`config.mk`:
```
export PLATFORM = sky130hd
export DESIGN_NAME = legv8_fetch_unit_flat
export DESIGN_NICKNAME = d
export VERILOG_FILES = /design/src/rtl/legv8_fetch_unit_if.sv /design/src/rtl/legv8_fetch_unit.sv /design/src/flat_wrapper.sv
export SDC_FILE = /design/constraint.sdc
export NUM_CORES = 1
export LEC_CHECK = 0
export CORE_UTILIZATION = 25
export DETAILED_ROUTE_END_ITERATION = 7
export HOLD_SLACK_MARGIN = 0.02
export REMOVE_ABC_BUFFERS = 1
export SLEW_MARGIN = 20
export SYNTH_ARGS = -nofsm -noshare
export SYNTH_HDL_FRONTEND = slang
export SYNTH_SLANG_ARGS = --single-unit
```
`constraint.sdc`:
```
create_clock -name clock -period 3.6 [get_ports clock]
set_input_delay 0.54 -clock clock [delete_from_list [all_inputs] [get_ports clock]]
set_output_delay 0.54 -clock clock [all_outputs]
set_load 0.005 [all_outputs]
```
`src/rtl/legv8_fetch_unit_if.sv`:
```
// Fetch-unit bus bundle: instruction-memory read port plus the instruction
// handshake and redirect fields exchanged with the control unit.
interface legv8_fetch_unit_if #(
   parameter int unsigned ADDR_W = 64
);
   localparam int unsigned INSTR_W = 32;
   localparam int unsigned CNT_W   = 32;

   logic                 imem_req;
   logic [ADDR_W-1:0]    imem_addr;
   logic                 imem_ack;
   logic [INSTR_W-1:0]   imem_rdata;
   logic [INSTR_W-1:0]   instruction;
   logic                 instr_valid;
   logic                 instr_ready;
   logic [1:0]           pc_sel;
   logic                 branch_taken;
   logic [ADDR_W-1:0]    constant;
   logic [ADDR_W-1:0]    reg_target;
   logic [ADDR_W-1:0]    pc;
   logic [ADDR_W-1:0]    pc_plus4;
   logic [CNT_W-1:0]     issue_count;

   // Fetch-unit side
   modport master (
      output imem_req, imem_addr, instruction, instr_valid, pc, pc_plus4, issue_count,
      input  imem_ack, imem_rdata, instr_ready, pc_sel, branch_taken, constant, reg_target
   );

   // Memory / control-unit side
   modport slave (
      input  imem_req, imem_addr, instruction, instr_valid, pc, pc_plus4, issue_count,
      output imem_ack, imem_rdata, instr_ready, pc_sel, branch_taken, constant, reg_target
   );
endinterface

```
`src/rtl/legv8_fetch_unit.sv`:
```
// LEGv8 instruction-fetch front end: fetches one word per PC, presents it with
// valid/ready, and redirects the PC from the fields returned at acceptance.
module legv8_fetch_unit #(
   parameter int unsigned     ADDR_W   = 64,
   parameter logic [ADDR_W-1:0] RESET_PC = '0
) (
   input logic               clock,
   input logic               reset,
   legv8_fetch_unit_if.master bus
);
   localparam int unsigned INSTR_W = 32;
   localparam int unsigned CNT_W   = 32;

   typedef enum logic [1:0] {
      IDLE = 2'd0,
      REQ  = 2'd1,
      HOLD = 2'd2
   } state_t;

   state_t               state;
   logic [ADDR_W-1:0]    pc_q;
   logic                 imem_req_q;
   logic                 instr_valid_q;
   logic [INSTR_W-1:0]   instruction_q;
   logic [CNT_W-1:0]     issue_count_q;
   logic [ADDR_W-1:0]    next_pc;

   // Redirect selection; a relative target needs both pc_sel=01 and a taken branch
   always_comb begin
      next_pc = pc_q + ADDR_W'(4);
      if (bus.pc_sel == 2'b10) begin
         next_pc = bus.reg_target;
      end else if (bus.pc_sel == 2'b01 && bus.branch_taken) begin
         next_pc = pc_q + (bus.constant << 2);
      end
   end

   always_ff @(posedge clock) begin
      if (!reset) begin
         state         <= IDLE;
         pc_q          <= RESET_PC;
         imem_req_q    <= 1'b0;
         instr_valid_q <= 1'b0;
         instruction_q <= '0;
         issue_count_q <= '0;
      end else begin
         case (state)
            IDLE: begin
               state      <= REQ;
               imem_req_q <= 1'b1;
            end
            REQ: begin
               if (bus.imem_ack) begin
                  instruction_q <= bus.imem_rdata;
                  imem_req_q    <= 1'b0;
                  instr_valid_q <= 1'b1;
                  state         <= HOLD;
               end
            end
            HOLD: begin
               if (bus.instr_ready) begin
                  pc_q          <= next_pc;
                  issue_count_q <= issue_count_q + CNT_W'(1);
                  instr_valid_q <= 1'b0;
                  imem_req_q    <= 1'b1;
                  state         <= REQ;
               end
            end
            default: begin
               state         <= IDLE;
               imem_req_q    <= 1'b0;
               instr_valid_q <= 1'b0;
            end
         endcase
      end
   end

   assign bus.imem_req    = imem_req_q;
   assign bus.imem_addr   = pc_q;
   assign bus.instruction = instruction_q;
   assign bus.instr_valid = instr_valid_q;
   assign bus.pc          = pc_q;
   assign bus.pc_plus4    = pc_q + ADDR_W'(4);
   assign bus.issue_count = issue_count_q;
endmodule

```
`src/flat_wrapper.sv`:
```
// flat-port wrapper written by rule: the top's interface ports become plain ports
module legv8_fetch_unit_flat 
#(
   parameter int unsigned     ADDR_W   = 64,
   parameter logic [ADDR_W-1:0] RESET_PC = '0
)
  (clock, reset, bus_imem_req, bus_imem_addr, bus_instruction, bus_instr_valid, bus_pc, bus_pc_plus4, bus_issue_count, bus_imem_ack, bus_imem_rdata, bus_instr_ready, bus_pc_sel, bus_branch_taken, bus_constant, bus_reg_target);
  legv8_fetch_unit_if #(.ADDR_W(ADDR_W)) bus_i ();
  input logic clock;
  input logic reset;
  output wire logic [$bits(bus_i.imem_req)-1:0] bus_imem_req;
  output wire logic [$bits(bus_i.imem_addr)-1:0] bus_imem_addr;
  output wire logic [$bits(bus_i.instruction)-1:0] bus_instruction;
  output wire logic [$bits(bus_i.instr_valid)-1:0] bus_instr_valid;
  output wire logic [$bits(bus_i.pc)-1:0] bus_pc;
  output wire logic [$bits(bus_i.pc_plus4)-1:0] bus_pc_plus4;
  output wire logic [$bits(bus_i.issue_count)-1:0] bus_issue_count;
  input wire logic [$bits(bus_i.imem_ack)-1:0] bus_imem_ack;
  input wire logic [$bits(bus_i.imem_rdata)-1:0] bus_imem_rdata;
  input wire logic [$bits(bus_i.instr_ready)-1:0] bus_instr_ready;
  input wire logic [$bits(bus_i.pc_sel)-1:0] bus_pc_sel;
  input wire logic [$bits(bus_i.branch_taken)-1:0] bus_branch_taken;
  input wire logic [$bits(bus_i.constant)-1:0] bus_constant;
  input wire logic [$bits(bus_i.reg_target)-1:0] bus_reg_target;
  assign bus_imem_req = bus_i.imem_req;
  assign bus_imem_addr = bus_i.imem_addr;
  assign bus_instruction = bus_i.instruction;
  assign bus_instr_valid = bus_i.instr_valid;
  assign bus_pc = bus_i.pc;
  assign bus_pc_plus4 = bus_i.pc_plus4;
  assign bus_issue_count = bus_i.issue_count;
  assign bus_i.imem_ack = bus_imem_ack;
  assign bus_i.imem_rdata = bus_imem_rdata;
  assign bus_i.instr_ready = bus_instr_ready;
  assign bus_i.pc_sel = bus_pc_sel;
  assign bus_i.branch_taken = bus_branch_taken;
  assign bus_i.constant = bus_constant;
  assign bus_i.reg_target = bus_reg_target;
  legv8_fetch_unit #(.ADDR_W(ADDR_W), .RESET_PC(RESET_PC)) u_core (.clock(clock), .reset(reset), .bus(bus_i));
endmodule
```
# [Yosys cells after proc, flatten, opt, wreduce, memory -nomap -nowiden]
# Cells that the tools add are included.
[op_classes] addsub=3 n_eq_ne=6 n_mux=11 n_bitwise=1 reduce_logical=6
[ops] operator="two-way mux 64 bit" n=2
[ops] operator="adder 64 x 3 -> 64 bit, second input constant" n=1
[ops] operator="adder 64 bit" n=1
[ops] operator="adder 32 x 1 -> 32 bit, second input constant" n=1
[ops] operator="case mux 1 bit (3 select lines)" n=2
[ops] operator="case mux 2 bit (3 select lines)" n=1
[ops] operator="AND reduction 2 bit" n=3
[ops] operator="equality test 2 x 1 -> 1 bit, second input constant" n=2
[ops] operator="equality test 2 bit, second input constant" n=2
[ops] operator="two-way mux 1 bit" n=4
[ops] operator="two-way mux 2 bit" n=2
[ops] operator="!= test 2 bit, second input constant" n=2
[ops] operator="AND reduction 3 bit" n=1
[ops] operator="zero test 2 bit" n=1
[ops] operator="logical AND 1 bit" n=1
[ops] operator="inverter 1 bit" n=1
[totals] register_bits=132 in_bits=167 output_inout_bits=258 elab_cells=33

# [Longest topological paths before layout]
[depth] depth_word=4 depth_mapped=12 depth_no_buf=12

# [Least setup slack after synthesis]
# No wires, ideal clock.
[synth_timing] path_kind="input to register" from="input port bus_constant[0]" to="register u_core.pc_q[62], in the netlist u_core.bus.imem_addr[62]" setup_time_ps=128 t_arrival_ps=3263 required_ps=3472 setup_slack_ps=209 stages=12 n_path_buf=0 cell_sequence="ha_1 fa_1 a211oi_1 o31ai_2 a211oi_1 o31a_2 o211ai_2 a311oi_1 nor3_1 nor3_1 mux2i_1 o21ai_0"
[synth_via] elab_chain_len=3
[synth_rtl] item="start, declared" line="flat_wrapper.sv:23" text="input wire logic [$bits(bus_i.constant)-1:0] bus_constant;"
[synth_rtl] item="adder 64 bit" line="legv8_fetch_unit.sv:34" text="next_pc = pc_q + (bus.constant << 2);"
[synth_rtl] item="two-way mux 64 bit" line="legv8_fetch_unit.sv:33" text="end else if (bus.pc_sel == 2'b01 && bus.branch_taken) begin"
[synth_rtl] item="two-way mux 64 bit" line="legv8_fetch_unit.sv:31" text="if (bus.pc_sel == 2'b10) begin"
[synth_rtl] item="end signal, assigned" line="legv8_fetch_unit.sv:62" text="pc_q <= next_pc;"
[synth_rtl] item="end, declared" line="legv8_fetch_unit.sv:21" text="logic [ADDR_W-1:0] pc_q;"
# No other way between the ends.
# A chain may end at the register's enable or synchronous reset.

# [Worst setup path in the final report]
[layout_timing] from="register u_core.pc_q[16], in the netlist u_core.bus.imem_addr[16]" to="output port bus_pc_plus4[61]"
[layout_via] elab_chain_len=1
[layout_rtl] item="adder 64 x 3 -> 64 bit" line="legv8_fetch_unit.sv:83" text="assign bus.pc_plus4 = pc_q + ADDR_W'(4);"
[layout_rtl] item="end, declared" line="flat_wrapper.sv:16" text="output wire logic [$bits(bus_i.pc_plus4)-1:0] bus_pc_plus4;"
# No other way between the ends.

==> impl_results.md <==
- Final Cycle Share: 97.93%
- CP max stage cell: or4_4
- Area Overhead vs Synth: 54.70%
- Starting DRT DRC Count: 770
- Max cap viols: 0
- Flop2flop setup slack: 0.27 ns
- Critical Path Max Stage Delay: 0.52 ns
- Critical Path Start Type: register
- Post-DP HPWL: 39.31 mm
- Worst hold endpoint: u_core.bus.instruction[8]
- Clock insertion delay at the later pin of the skew report: 0.45 ns
- RSZ-0062 raised after global routing: true
- Routed wire length: 49.88 mm
- H-tree depth: 4
- Seq/Total Area, Yosys: 22.59%
- Setup violators final: 0
- Mapped Avg Cell Area: 7.445 µm²
- GRT Util Overall: 20.66%
- Arrival time at the worst endpoint: 2.99 ns
- CTS buffer count: 17
- Hold Path Origin: u_core.bus.instruction[8]
- Hold Path Depth: 2
- GRT Max-Usage Layer: met2
- Vias in the first global route: 13220
- Io pins: 425
- Mapped cell area: 0.01161 mm²
- Worst clock skew: 0.01247 ns
- DRC: 0
- Largest net degree at the start of global routing: 70
- Hold Violations, Final: 0
- Cell count along the critical path: 9
- Status: finished, final reports clean
- Worst path top cell family by delay: simple AND/OR/NAND/NOR gates
- Share of cells above drive strength 1: 13.92%
- Worst Max-Slew Pin Slew: 1.046 ns
- Die area: 0.04730 mm²
- Final hold slack: 0.4611 ns
- Yosys cell types: 85
- Bufs and invs on worst path: 2
- Buffers on Ports: 422
- CTS Hold Buffers Added: 0
- CP Max Fanout: 5
- Most common cell after layout, fill and taps aside: clkdlybuf4s50_1
- Via Count: 13320
- Period minus WS final: 3.526 ns
- CP Cell Sequence: and4_1, nand3_2, or4_4, buf_8, or2_4, nor2_4, and3_4, xor2_1, dlygate4sd2_1
- Die Span Y: 217.5 µm
- Most frequent cells in the layout: clkdlybuf4s50_1, nand2_1, buf_4
- Floorplan row count: 78
- Pwr Total: 4.139 mW
- Core area: 0.04558 mm²
- Total grt overflow: 0
- R2R depth: 14
- VDD IR max: 307.7 µV
- First-pass GRT wire length: 75.67 mm
- Die width: 217.5 µm
- Relative slew slack: 29.98%
- Power Density: 230.5 mW/mm²
- Max Fclk: 283.6 MHz
- Most used DFF post-synth: dfxtp_1
- CTS Root Cell: clkbuf_16
- WL/cell: 18.86 µm
- Initial Utilization: 25.47%
- Met1 Use GR: 26.20%
- Worst r2r dst: u_core.bus.imem_addr[59]
- Post-synth ARST share: 0%
- Antenna violations before repair: 6
- Syn. warnings: 0
- Post-synth EDFFs: 0
- DR pass1 iterations: 5
- Critical Path RT: 3.06 ns
- GPL Wtd Cong: 0.9185
- Layout Utilization: 39.40%
- Post-route ant nets: 0
- CP Class: reg2out
- NumNets Final: 2259
- Worst r2r src: u_core.bus.imem_addr[4]
- Clk slew on worst S/H paths: 0.07 ns
- #FFs+latches synth: 131
- Met2 usage: 34.11%
- Hold Path Class: reg2reg
- CTS sink count: 131
- Worst Setup End Kind: output pin
- Static leakage: 7.610 nW
- Slew Viols, Final: 0
- Clock buffer depth: 2
- Syn Inst Count: 1559
- Layout fillers: 4703
- Vias per inst: 5.038
- Met3 usage: 3.598%
- CTS tree: yes
-- synth_stat cells (16+ instances only) --
cell      count  area [µm²]
nand4_1      33       206.5
xnor2_1      85       744.5
nand3_1      77       385.4
nand2_1     247       927.1
and3_1       28       175.2
a21o_1       55       412.9
ha_1         63       788.3
nor3_1       17       85.08
o21ai_0      75       375.4
nor2_1       84       315.3
clkbuf_1     78       292.8
and2_1       48       300.3
buf_4        67       503.0
a21oi_1      78       390.4
xor2_1       51       446.7
dfxtp_1     131        2623
a21boi_0     54       405.4
o211ai_1     37       277.8
a31oi_1      16       100.1
-- kinds of logic (layout without fill, tap and decap cells) --
group,after synthesis,after routing,synth area share [%]
AO/OA/AOI/OAI,444,444,26.15
XOR/XNOR,138,138,10.54
adder cells (fa/ha/maj),64,64,6.963
buffers and inverters,174,655,7.890
flip-flops,131,131,22.59
multiplexers,6,6,0.5174
other,0,4,0
AND/OR/NAND/NOR,602,602,25.34
-- per-layer routing --
layer / wire (µm) / share of wire, %
met1: 21730 / 44
met2: 23410 / 47
met3: 3048 / 6.1
met4: 1657 / 3.3
met5: 25 / 0.050
-- final cells by class --
class | instances | area, µm² | area share [%]
multi-input combinational | 1254 | 8272 | 46.06
timing repair buffer | 609 | 5664 | 31.54
sequential | 131 | 2630 | 14.65
tap | 600 | 750.7 | 4.181
clock buffer | 19 | 442.9 | 2.467
clock inverter | 12 | 131.4 | 0.7316
inverter | 15 | 56.30 | 0.3135
antenna | 4 | 10.01 | 0.05574
-- power breakdown --
part	switching, mW	total, mW	internal [mW]
registers	0.0229	1.50	1.48
clock network	0.742	1.78	1.04
logic	0.412	0.860	0.448
-- repair_timing --
item	in CTS	in global routing
buffers inserted	2	4
pin swaps	2	10
resized for setup	32	29
endpoints found under the setup margin	33	31
endpoints found under the hold margin	0	0
-- state kept, by name, summed over array words and instances, names as in the netlist --
name / count
u_core.bus.instruction: 32
u_core.bus.imem_addr: 64
u_core.bus.issue_count: 32
u_core.bus.instr_valid: 1
u_core.state: 2
-- worst max path at each step --
stage / slack (ns) / end / start
floorplan: -0.11 / u_core.bus.issue_count[28] / bus_instr_ready
global placement: -0.47 / u_core.bus.imem_addr[62] / bus_constant[0]
global route: -0.04 / u_core.bus.imem_addr[62] / bus_constant[0]
finish: 0.07 / bus_pc_plus4[61] / u_core.bus.imem_addr[16]
CTS: 0.007 / bus_pc_plus4[56] / u_core.bus.imem_addr[33]
detailed placement: -0.50 / u_core.bus.imem_addr[62] / bus_constant[0]
-- metrics by stage --
| step | setup TNS [ns] | setup slack (ns) | instances | cell area, µm² |
|---|---|---|---|---|
| final | 0 | 0.07440 | 2644 | 17960 |
| after global routing | -0.04766 | -0.04056 | 2643 | 17950 |
| after CTS | 0 | 0.007332 | 2636 | 17780 |
| after detailed placement | -5.882 | -0.5021 | 2603 | 17130 |
| after global placement | -4.912 | -0.4666 | 2603 | 17130 |
| after floorplan | -0.4788 | -0.1069 | 1400 | 10750 |
-- worst register-to-register path: stages, from the launching register on --
cell and delay [ns]:
dfxtp_1 0.32, buf_4 0.16, ha_1 0.33, buf_4 0.17, o21ai_0 0.29, o21a_1 0.24
o2bb2ai_1 0.14, o21ai_2 0.23, o31ai_4 0.11, nand3_1 0.16, a31oi_1 0.10, buf_4 0.16
a21o_1 0.19, or4b_1 0.46, and3_1 0.18
No activity file was read; power rests on OpenSTA's default activity.
